`config.mk`:
```
export PLATFORM = sky130hd
export DESIGN_NAME = iso_stream_sel_mux_reg
export DESIGN_NICKNAME = d
export VERILOG_FILES = /design/src/rtl/iso_stream_sel_mux_reg.sv
export SDC_FILE = /design/constraint.sdc
export NUM_CORES = 1
export LEC_CHECK = 0
export CAP_MARGIN = 10
export CORE_MARGIN = 1
export CORE_UTILIZATION = 40
export DETAILED_ROUTE_END_ITERATION = 7
export GPL_TIMING_DRIVEN = 0
export PLACE_DENSITY = 0.94
export SLEW_MARGIN = 0
export SYNTH_ARGS = -nofsm -noshare
export SYNTH_HDL_FRONTEND = slang
export SYNTH_SLANG_ARGS = --single-unit
```
`constraint.sdc`:
```
create_clock -name clk -period 4 [get_ports clk]
set_input_delay 0.6 -clock clk [delete_from_list [all_inputs] [get_ports clk]]
set_output_delay 0.6 -clock clk [all_outputs]
set_load 0.005 [all_outputs]
```
`src/rtl/iso_stream_sel_mux_reg.sv`:
```
// Registered multi-lane ISO symbol source selector (active / blank / idle).
// Scheduler select changes are queued and take effect only on a symbol boundary.
module iso_stream_sel_mux_reg #(
  parameter int LANES = 4,
  parameter int SYM_W = 8,
  parameter int CNT_W = 16
) (
  input  logic                   clk,
  input  logic                   rst,
  input  logic [LANES*SYM_W-1:0] active_symbols,
  input  logic [LANES-1:0]       active_control_sym_flag,
  input  logic [LANES*SYM_W-1:0] blank_symbols,
  input  logic [LANES-1:0]       blank_control_sym_flag,
  input  logic [LANES*SYM_W-1:0] idle_symbols,
  input  logic [LANES-1:0]       idle_control_sym_flag,
  input  logic [1:0]             sched_stream_idle_sel,
  input  logic                   sched_sel_vld,
  input  logic                   sym_boundary,
  input  logic                   err_clr,
  output logic [LANES*SYM_W-1:0] mux_idle_stream_symbols,
  output logic [LANES-1:0]       mux_control_sym_flag,
  output logic [1:0]             mux_src_cur,
  output logic                   sel_pending,
  output logic                   sel_err,
  output logic [CNT_W-1:0]       src_dwell_cnt
);

  typedef enum logic [1:0] {
    SRC_IDLE   = 2'b00,
    SRC_BLANK  = 2'b01,
    SRC_ACTIVE = 2'b10
  } src_e;

  src_e                   src_cur;
  src_e                   pend_sel;
  src_e                   req_sel;
  src_e                   sel_eff;
  logic                   accept_req;
  logic                   consume;
  logic                   illegal_req;
  logic [LANES*SYM_W-1:0] next_symbols;
  logic [LANES-1:0]       next_flags;

  // The illegal code 11 falls back to idle so the link never carries garbage.
  always_comb begin
    req_sel     = SRC_IDLE;
    illegal_req = sched_sel_vld && (sched_stream_idle_sel == 2'b11);
    case (sched_stream_idle_sel)
      2'b10:   req_sel = SRC_ACTIVE;
      2'b01:   req_sel = SRC_BLANK;
      default: req_sel = SRC_IDLE;
    endcase
  end

  // A strobe on a boundary beats the older queued value; otherwise hold the source.
  always_comb begin
    consume    = sym_boundary && (sched_sel_vld || sel_pending);
    accept_req = sched_sel_vld && !((req_sel == src_cur) && !sel_pending);
    sel_eff    = src_cur;
    if (sym_boundary && sched_sel_vld) begin
      sel_eff = req_sel;
    end else if (sym_boundary && sel_pending) begin
      sel_eff = pend_sel;
    end
  end

  always_comb begin
    next_symbols = idle_symbols;
    next_flags   = idle_control_sym_flag;
    case (sel_eff)
      SRC_ACTIVE: begin
        next_symbols = active_symbols;
        next_flags   = active_control_sym_flag;
      end
      SRC_BLANK: begin
        next_symbols = blank_symbols;
        next_flags   = blank_control_sym_flag;
      end
      default: begin
        next_symbols = idle_symbols;
        next_flags   = idle_control_sym_flag;
      end
    endcase
  end

  always_ff @(posedge clk) begin
    if (rst) begin
      mux_idle_stream_symbols <= '0;
      mux_control_sym_flag    <= '0;
      src_cur                 <= SRC_IDLE;
      pend_sel                <= SRC_IDLE;
      sel_pending             <= 1'b0;
      sel_err                 <= 1'b0;
      src_dwell_cnt           <= '0;
    end else begin
      mux_idle_stream_symbols <= next_symbols;
      mux_control_sym_flag    <= next_flags;
      src_cur                 <= sel_eff;

      if (consume) begin
        sel_pending <= 1'b0;
      end else if (accept_req) begin
        sel_pending <= 1'b1;
        pend_sel    <= req_sel;
      end

      // Set wins over clear so a same-cycle illegal strobe is never lost.
      if (illegal_req) begin
        sel_err <= 1'b1;
      end else if (err_clr) begin
        sel_err <= 1'b0;
      end

      if (sel_eff != src_cur) begin
        src_dwell_cnt <= '0;
      end else if (src_dwell_cnt != {CNT_W{1'b1}}) begin
        src_dwell_cnt <= src_dwell_cnt + {{(CNT_W-1){1'b0}}, 1'b1};
      end
    end
  end

  assign mux_src_cur = src_cur;

endmodule

```
## After elaboration in Yosys (flattened, before gate mapping)

Cells that the tools add are included.

| cells by class | value |
|---|---|
| multipliers | 0 |
| add/subtract/negate cells | 1 |
| muxes and demuxes | 7 |
| $lt $le $gt $ge | 0 |
| shifts and indexed selects | 0 |
| divide/modulo/power cells | 0 |
| bitwise logic cells | 1 |
| reductions and logical operators | 13 |
| equality and inequality tests | 8 |

Operators with widths:

| cell | count |
|---|---|
| one-hot mux 32 bit (2 select lines) | 1 |
| adder 16 x 1 -> 16 bit (second input constant) | 1 |
| inequality test 16 bit (second input constant) | 1 |
| one-hot mux 4 bit (2 select lines) | 1 |
| equality test 2 bit (second input constant) | 3 |
| logical AND 1 bit | 6 |
| equality test 2 x 1 -> 1 bit (second input constant) | 2 |
| 2-to-1 mux 2 bit | 2 |
| one-hot mux 2 bit (2 select lines) | 1 |
| OR reduction 2 bit | 2 |
| equality test 2 bit | 1 |
| logical NOT 1 bit | 2 |
| 2-to-1 mux 1 bit | 2 |
| inequality test 2 bit | 1 |
| AND reduction 2 bit | 1 |
| nonzero test 2 bit | 1 |
| logical OR 1 bit | 1 |
| inverter 1 bit | 1 |

| word-level totals | value |
|---|---|
| RAM bits | 0 |
| memories | 0 |
| bits of input ports | 115 |
| bits in latches | 0 |
| output and inout bits | 56 |
| memory bits (read-only) | 0 |
| logic and storage cells | 37 |
| flip-flop bits (word level) | 58 |

## Depth between registers and ports, before layout

Gate-level depths: netlist of run 1.

| depth | value |
|---|---|
| word-level depth | 7 |
| gate-level depth with buffers | 7 |
| mapped depth without buffers | 6 |

## Least setup slack after synthesis of run 1

OpenSTA, ideal clock, no wires.

| timing | value |
|---|---|
| path type | in2reg |
| start | input port sym_boundary |
| end | register mux_idle_stream_symbols[17] |
| arrival time | 1758 ps |
| path buffers | 2 |
| setup time | 122 ps |
| stages | 7 |
| path slack | 2121 ps |
| path through | buf_2 o21ai_0 a2bb2oi_1 o32ai_2 clkbuf_1 and2_1 a221o_1 |

| on the way | value |
|---|---|
| cells in the longest elaborated chain, start to end | 5 |

Ends and longest elaborated chain:

| item | line | source |
|---|---|---|
| from (decl) | 18 | `input logic sym_boundary,` |
| logical AND 1 bit | 62 | `end else if (sym_boundary && sel_pending) begin` |
| 2-to-1 mux 2 bit | 62 |  |
| 2-to-1 mux 2 bit (*) | 60 | `if (sym_boundary && sched_sel_vld) begin` |
| equality test 2 x 1 -> 1 bit or equality test 2 bit (tied branches) | 70 | `case (sel_eff)` |
| one-hot mux 32 bit (2 select lines) (*) | 70 |  |
| to (signal assigned) | 96 | `mux_idle_stream_symbols <= next_symbols;` |
| to (decl) | 20 | `output logic [LANES*SYM_W-1:0] mux_idle_stream_symbols,` |

Mark *: on every way between the ends. The rest lies on a longest branch, timed or not.
A chain may end at the register's enable or synchronous reset.

## Final worst setup path of run 1

| timing | value |
|---|---|
| start | input port sched_stream_idle_sel[0] |
| end | register mux_idle_stream_symbols[4] |

| on the way | value |
|---|---|
| cells in the longest elaborated chain, start to end | 5 |

Ends and longest elaborated chain:

| item | line | source |
|---|---|---|
| from (decl) | 16 | `input logic [1:0] sched_stream_idle_sel,` |
| equality test 2 x 1 -> 1 bit or equality test 2 bit (tied branches) | 48 | `case (sched_stream_idle_sel)` |
| one-hot mux 2 bit (2 select lines) (*) | 48 |  |
| 2-to-1 mux 2 bit (*) | 60 |  |
| equality test 2 x 1 -> 1 bit or equality test 2 bit (tied branches) | 70 |  |
| one-hot mux 32 bit (2 select lines) (*) | 70 |  |

Marks and branches as above.

==> flow_metrics.tcl, run 1 <==
set metrics [dict create \
    status "complete, but fails checks" \
    violations "design-rule violations" \
    port_buffers 169 \
    p_comb_share_pct 22.6 \
    post-cts-setup-buffers 0 \
    syn_inst 280 \
    p_total_mw 1.548 \
    cp_max_fo 10 \
    p_sw_uw 356.7 \
    period_needed_ps 2399 \
    core_mm2 0.006422 \
    routed_wl_um 8764 \
    ioPinCount 171 \
    synth_adder_area_share_pct 0.4640 \
    via_per_inst 5.481 \
    first_iter_violations 194 \
    synth_xor_xnor_area_share_pct 2.599 \
    synthSimpleGateAreaFrac_pct 23.85 \
    hold_buffers 0 \
    crit_path_end_kind "register" \
    path_class "primary input to register" \
    row_count 29 \
    rsz0062_at_grt "no" \
    drive_gt1_share_pct 8.405 \
    synthTopCellsByArea "dfxtp_1, a221o_1, and2_0" \
    num-fill-cells 428 \
    required_ps 4260 \
    hold_viol_final 0 \
    max-clock-path-buffers 2 \
    pwr-share-clk_pct 35.9 \
    cts_buffers 9 \
    grt_pass1_wl_um 13810 \
    vdd.ir_drop.worst_mv 0.1897 \
    final_nets 576 \
    p_leak_nw 1.770 \
    hold_class "register to register" \
    synthMuxAreaShare_pct 1.114 \
    synth_edf_count 0 \
    synth_async_sr_flop_share_pct 0 \
    h-tree-depth 3 \
    dieWidth_um 84.10 \
    routedWlPerCell_um 16.20 \
    drtAntennaViolNets 0 \
    fmax_mhz 416.9 \
    path_clk_slew_ps 60 \
    synth_top_family_by_area "compound AO/OA/AOI/OAI gates" \
    cts.sink_count 58 \
    arrival_ps 2660 \
    grt-ovfl-total 0 \
    gp_congestion 0.8395 \
    syn_area_mm2 0.002696 \
    design.die.area_mm2 0.007073 \
    p_per_area_mw_per_mm2 330.2 \
    worstSkewPairLatency_ps 320 \
    grtUsageTotal_pct 24.83 \
    fin_crit_sh_pct 59.97 \
    yosysWarnings 0 \
    post-dp-hpwl_um 6819 \
    finalSetupViolCount 0 \
    final_cells 541 \
    synth.avg_cell_area_um2 9.630 \
    yosysMostFrequentCell "dfxtp_1" \
    cts_resized 0 \
    route.detailed.drc 10 \
    grt_max_degree 11 \
    syn_nets 396 \
    layout_setup_ws_ps 1601 \
    slew_headroom_pct 62.87 \
    dr.pass1.iters 6 \
    grt_pass1_vias 3021 \
    synth_largest_area_cell "dfxtp_1" \
    start_util_pct 41.98 \
    die_h_um 84.10 \
    switching_share_pct 23.04 \
    timing.hold.ws_ps 497.5 \
    antenna_found_initial 0 \
    syn_to_final_growth_pct 73.87 \
    worstMarginPinSlew_ps 554.8 \
    fin_tns_setup_ps 0 \
    finalMaxSlewViolations 0 \
    synth_commonest_cells "dfxtp_1, a221o_1, and2_0, nor2_1, and2_1" \
    crit_path_start_kind "primary input" \
    synth.distinct_cells 53 \
    ctsRootBufferMaster "clkbuf_8" \
    n_antenna_cell 0 \
    dp_slack_ps 1299 \
    ys_ff_latch 58 \
    finClkSkew_ps 8.510 \
    dp_cells 526 \
    drv_cap 0 \
    vias 2965 \
    yosys.area.top_type_share_pct 43.06 \
    seq_area_frac_synth_pct 43.06 \
    internal_power_mw 1.191 \
    pwr-share-seq_pct 41.5 \
    cts_tree "done" \
    ys.flop_type "dfxtp_1" \
    synth-compound-area-share_pct 24.45 \
]
## power by group through the flow
| stage | sequential [mW] | clock, mW | combinational, mW |
|---|---|---|---|
| 3_3_place_gp | 0.653 | 0 | 0.339 |
| 4_1_cts | 0.642 | 0.560 | 0.351 |
| 3_5_place_dp | 0.655 | 0 | 0.348 |
| 2_1_floorplan | 0.659 | 0 | 0.110 |
| 5_1_grt | 0.647 | 0.584 | 0.373 |
| 6_report | 0.643 | 0.556 | 0.350 |
## cell families after synthesis
logic type | after synthesis
and+or+nand+nor | 110
AOI/OAI and AO/OA | 77
DFF | 58
buffers and inverters | 23
xor gates and xnor gates | 8
muxes | 3
adders and majority gates | 1
## stage by stage
stage / utilization, % / cell area (um^2)
after CTS: 73.00 / 4688
after global routing: 73.00 / 4688
after global placement: 69.82 / 4484
after floorplan: - / 2696
final: 73.00 / 4688
after detailed placement: 69.82 / 4484
## cells in the final DEF, fill, tap and decap left out, types with 3 or more instances in the layout
| cell type | netlist | layout |
|---|---|---|
| buf_6 | 3 | 3 |
| a31oi_1 | 3 | 3 |
| nand2_1 | 6 | 6 |
| nand3_1 | 10 | 10 |
| clkbuf_1 | 5 | 6 |
| xnor2_1 | 4 | 4 |
| and2_1 | 13 | 13 |
| xor2_1 | 4 | 4 |
| a21oi_1 | 12 | 12 |
| and2_0 | 22 | 22 |
| nand4_1 | 4 | 4 |
| nor2_1 | 19 | 19 |
| mux2i_1 | 3 | 3 |
| o21ai_0 | 6 | 6 |
| nor3_1 | 8 | 8 |
| nand2b_1 | 3 | 3 |
| buf_2 | 9 | 9 |
| clkdlybuf4s50_1 | 0 | 169 |
| inv_1 | 6 | 6 |
| dfxtp_1 | 58 | 58 |
| clkbuf_8 | 0 | 12 |
| and3_1 | 4 | 4 |
| a211oi_1 | 4 | 4 |
| a221o_1 | 35 | 35 |
## final timing paths
path	from	to	slack, ps	cells after the start
setup reg to reg	sel_pending	mux_idle_stream_symbols[4]	2010	7
hold reg to reg	sel_err	sel_err	500	2
hold / removal	sel_err	sel_err	500	2
setup / recovery	sched_stream_idle_sel[0]	mux_idle_stream_symbols[4]	1600	6
## sequential cells by signal, indices dropped and copies added, names as in the netlist
register / cells
mux_control_sym_flag: 4
mux_idle_stream_symbols: 32
mux_src_cur: 2
pend_sel: 2
sel_err: 1
sel_pending: 1
src_dwell_cnt: 16
## critical path, stage by stage
cell             delay, ps
clkdlybuf4s50_1        630
nand2b_1               170
o32ai_2                540
clkbuf_1               360
and2_0                 220
a221o_1                130
## per-layer routing
layer,track usage (%),vias up,wire (um)
met1,25.94,1380,3222
met2,45.68,141,4644
li1,-,1423,-
met4,11.91,0,260
met3,7.023,21,636
met5,0,-,0
## area by class of cell
class / instances / area [um^2] / share of cell area (%)
repair buffers: 169 / 1692 / 36.08
multi-input cells: 199 / 1415 / 30.18
flip-flops and latches: 58 / 1161 / 24.77
clock buffers: 13 / 168.9 / 3.603
plain buffers: 17 / 97.59 / 2.082
well taps: 77 / 96.34 / 2.055
clock inverters: 2 / 35.03 / 0.7473
inverters: 6 / 22.52 / 0.4804
Power figures use the tool's default switching activity.
==> run 2, diff against run 1 <==
--- a/config.mk
+++ b/config.mk
@@ -7,10 +7,10 @@
 export LEC_CHECK = 0
 export CAP_MARGIN = 10
 export CORE_MARGIN = 1
-export CORE_UTILIZATION = 40
+export CORE_UTILIZATION = 33
 export DETAILED_ROUTE_END_ITERATION = 7
 export GPL_TIMING_DRIVEN = 0
-export PLACE_DENSITY = 0.94
+export PLACE_DENSITY = 0.84
 export SLEW_MARGIN = 0
 export SYNTH_ARGS = -nofsm -noshare
 export SYNTH_HDL_FRONTEND = slang
==> constraint.sdc (replaced) <==
create_clock -name clk -period 2.16 [get_ports clk]
set_input_delay 0.324 -clock clk [delete_from_list [all_inputs] [get_ports clk]]
set_output_delay 0.324 -clock clk [all_outputs]
set_load 0.005 [all_outputs]
==> flow_metrics.tcl, run 2 (synthesis gave the netlist of run 1 again) <==
set metrics [dict create \
    grt_max_degree 11 \
    final_cells 566 \
    layout_commonest_cell "clkdlybuf4s50_1" \
    design.die.area_mm2 0.008536 \
    critPathTopFamily "buffers and inverters" \
    most-common-layout-cells "clkdlybuf4s50_1, dfxtp_1, a221o_1" \
    p_per_area_mw_per_mm2 602.1 \
    vdd.ir_drop.worst_mv 0.2733 \
    cp_max_fo 10 \
    post-cts-setup-buffers 0 \
    cp_cell_sequence "clkdlybuf4s50_1, buf_6, o21a_1, o21ai_0, a21oi_1, nor2_1, buf_2, a221o_1" \
    path_clk_slew_ps 60 \
    vias 2860 \
    largest_reg_flops 32 \
    routed_wl_um 8301 \
    hold_buffers 0 \
    grt-ovfl-total 0 \
    crit_path_start_kind "primary input" \
    first_iter_violations 149 \
    dieWidth_um 92.39 \
    grt_pass1_vias 2806 \
    start_util_pct 34.54 \
    max-clock-path-buffers 2 \
    hold_class "primary input to register" \
    post-dp-hpwl_um 6644 \
    r2r-start "sel_pending" \
    port_buffers 169 \
    slew_headroom_pct 64.85 \
    path_class "primary input to register" \
    final_nets 576 \
    place_area_mm2 0.004516 \
    routedWlPerCell_um 14.67 \
    worstMarginPinSlew_ps 525.3 \
    row_count 32 \
    finalSetupViolCount 0 \
    cts.sink_count 58 \
    reg_top3 "mux_idle_stream_symbols: 32 flops, src_dwell_cnt: 16 flops, mux_control_sym_flag: 4 flops" \
    finalCoreUtilization_pct 60.75 \
    slowest_delay_ps 440 \
    stdcell_area_mm2 0.004743 \
    crit_path_top_delay_cell "clkdlybuf4s50_1" \
    h-tree-depth 3 \
    via_per_inst 5.053 \
    ioPinCount 171 \
    hp-start "sym_boundary" \
    finClkSkew_ps 12.99 \
    arrival_ps 2330 \
    fin_crit_sh_pct 95.83 \
    ff2ff_path_depth 7 \
    required_ps 2420 \
    timing.hold.ws_ps 319.4 \
    cts_resized 0 \
    r2r_slack_ps 230 \
    cp_num_buf_inv 3 \
    route.detailed.drc 0 \
    p_total_mw 2.856 \
    regMostFlops "mux_idle_stream_symbols" \
    worstSkewPairLatency_ps 330 \
    die_h_um 92.39 \
    fmax_mhz 483.1 \
    antenna_found_initial 0 \
    holdPathStages 2 \
    n_antenna_cell 0 \
    drtAntennaViolNets 0 \
    drv_cap 0 \
    gp_congestion 0.8725 \
    drive_gt1_share_pct 8.836 \
    rsz0062_at_grt "no" \
    core_mm2 0.007807 \
    grt_pass1_wl_um 13000 \
    hold_end "sel_pending" \
    r2r_end "mux_idle_stream_symbols[30]" \
    grtUsageTotal_pct 19.66 \
    period_needed_ps 2070 \
    syn_to_final_growth_pct 75.92 \
    dp_cells 551 \
    p_leak_nw 1.776 \
    ctsRootBufferMaster "clkbuf_8" \
    cts_buffers 9 \
    status "completed" \
    cts_tree "done" \
    hold_viol_final 0 \
    crit_path_end_kind "register" \
    dr.pass1.iters 4 \
    finalMaxSlewViolations 0 \
]
## run 2: per-layer routing
metal | routed length [um] | part of all wire (%) | global-route usage (%) | vias up
li1 | - | - | - | 1418
met4 | 284 | 3.4 | 11.46 | 0
met5 | 0 | 0 | 0 | -
met2 | 4227 | 51 | 35.31 | 135
met3 | 610 | 7.3 | 5.993 | 19
met1 | 3179 | 38 | 20.00 | 1288
## run 2: cell type report
cell class	count	area, um^2
clock buffers	13	168.9
inverters	6	22.52
multi-input cells	199	1438
flip-flops and latches	58	1161
repair buffers	169	1692
fillers	664	3064
plain buffers	17	98.84
well taps	102	127.6
clock inverters	2	35.03
## run 2: metrics by stage
step | TNS [ps] | setup slack (ps)
global placement | -6347 | -208.1
finish | 0 | 90.10
CTS | 0 | 95.54
global route | 0 | 26.66
detailed placement | -7331 | -262.8
floorplan | 0 | 532.8
## run 2: worst max path at each step
stage | from | slack (ps) | end | cells past startpoint
after CTS | sched_sel_vld | 100 | mux_idle_stream_symbols[23] | 7
after global placement | sched_sel_vld | -210 | mux_idle_stream_symbols[9] | 7
after detailed placement | sched_stream_idle_sel[0] | -260 | mux_idle_stream_symbols[23] | 6
after global routing | sched_sel_vld | 30 | mux_idle_stream_symbols[30] | 8
final | sched_sel_vld | 90 | mux_idle_stream_symbols[30] | 8
after floorplan | mux_src_cur[1] | 530 | mux_idle_stream_symbols[17] | 7
## run 2: power by group
group / internal, mW / total, mW / switching (mW)
Clock: 0.620 / 1.02 / 0.400
Sequential: 1.16 / 1.19 / 0.0325
Combinational: 0.432 / 0.648 / 0.216
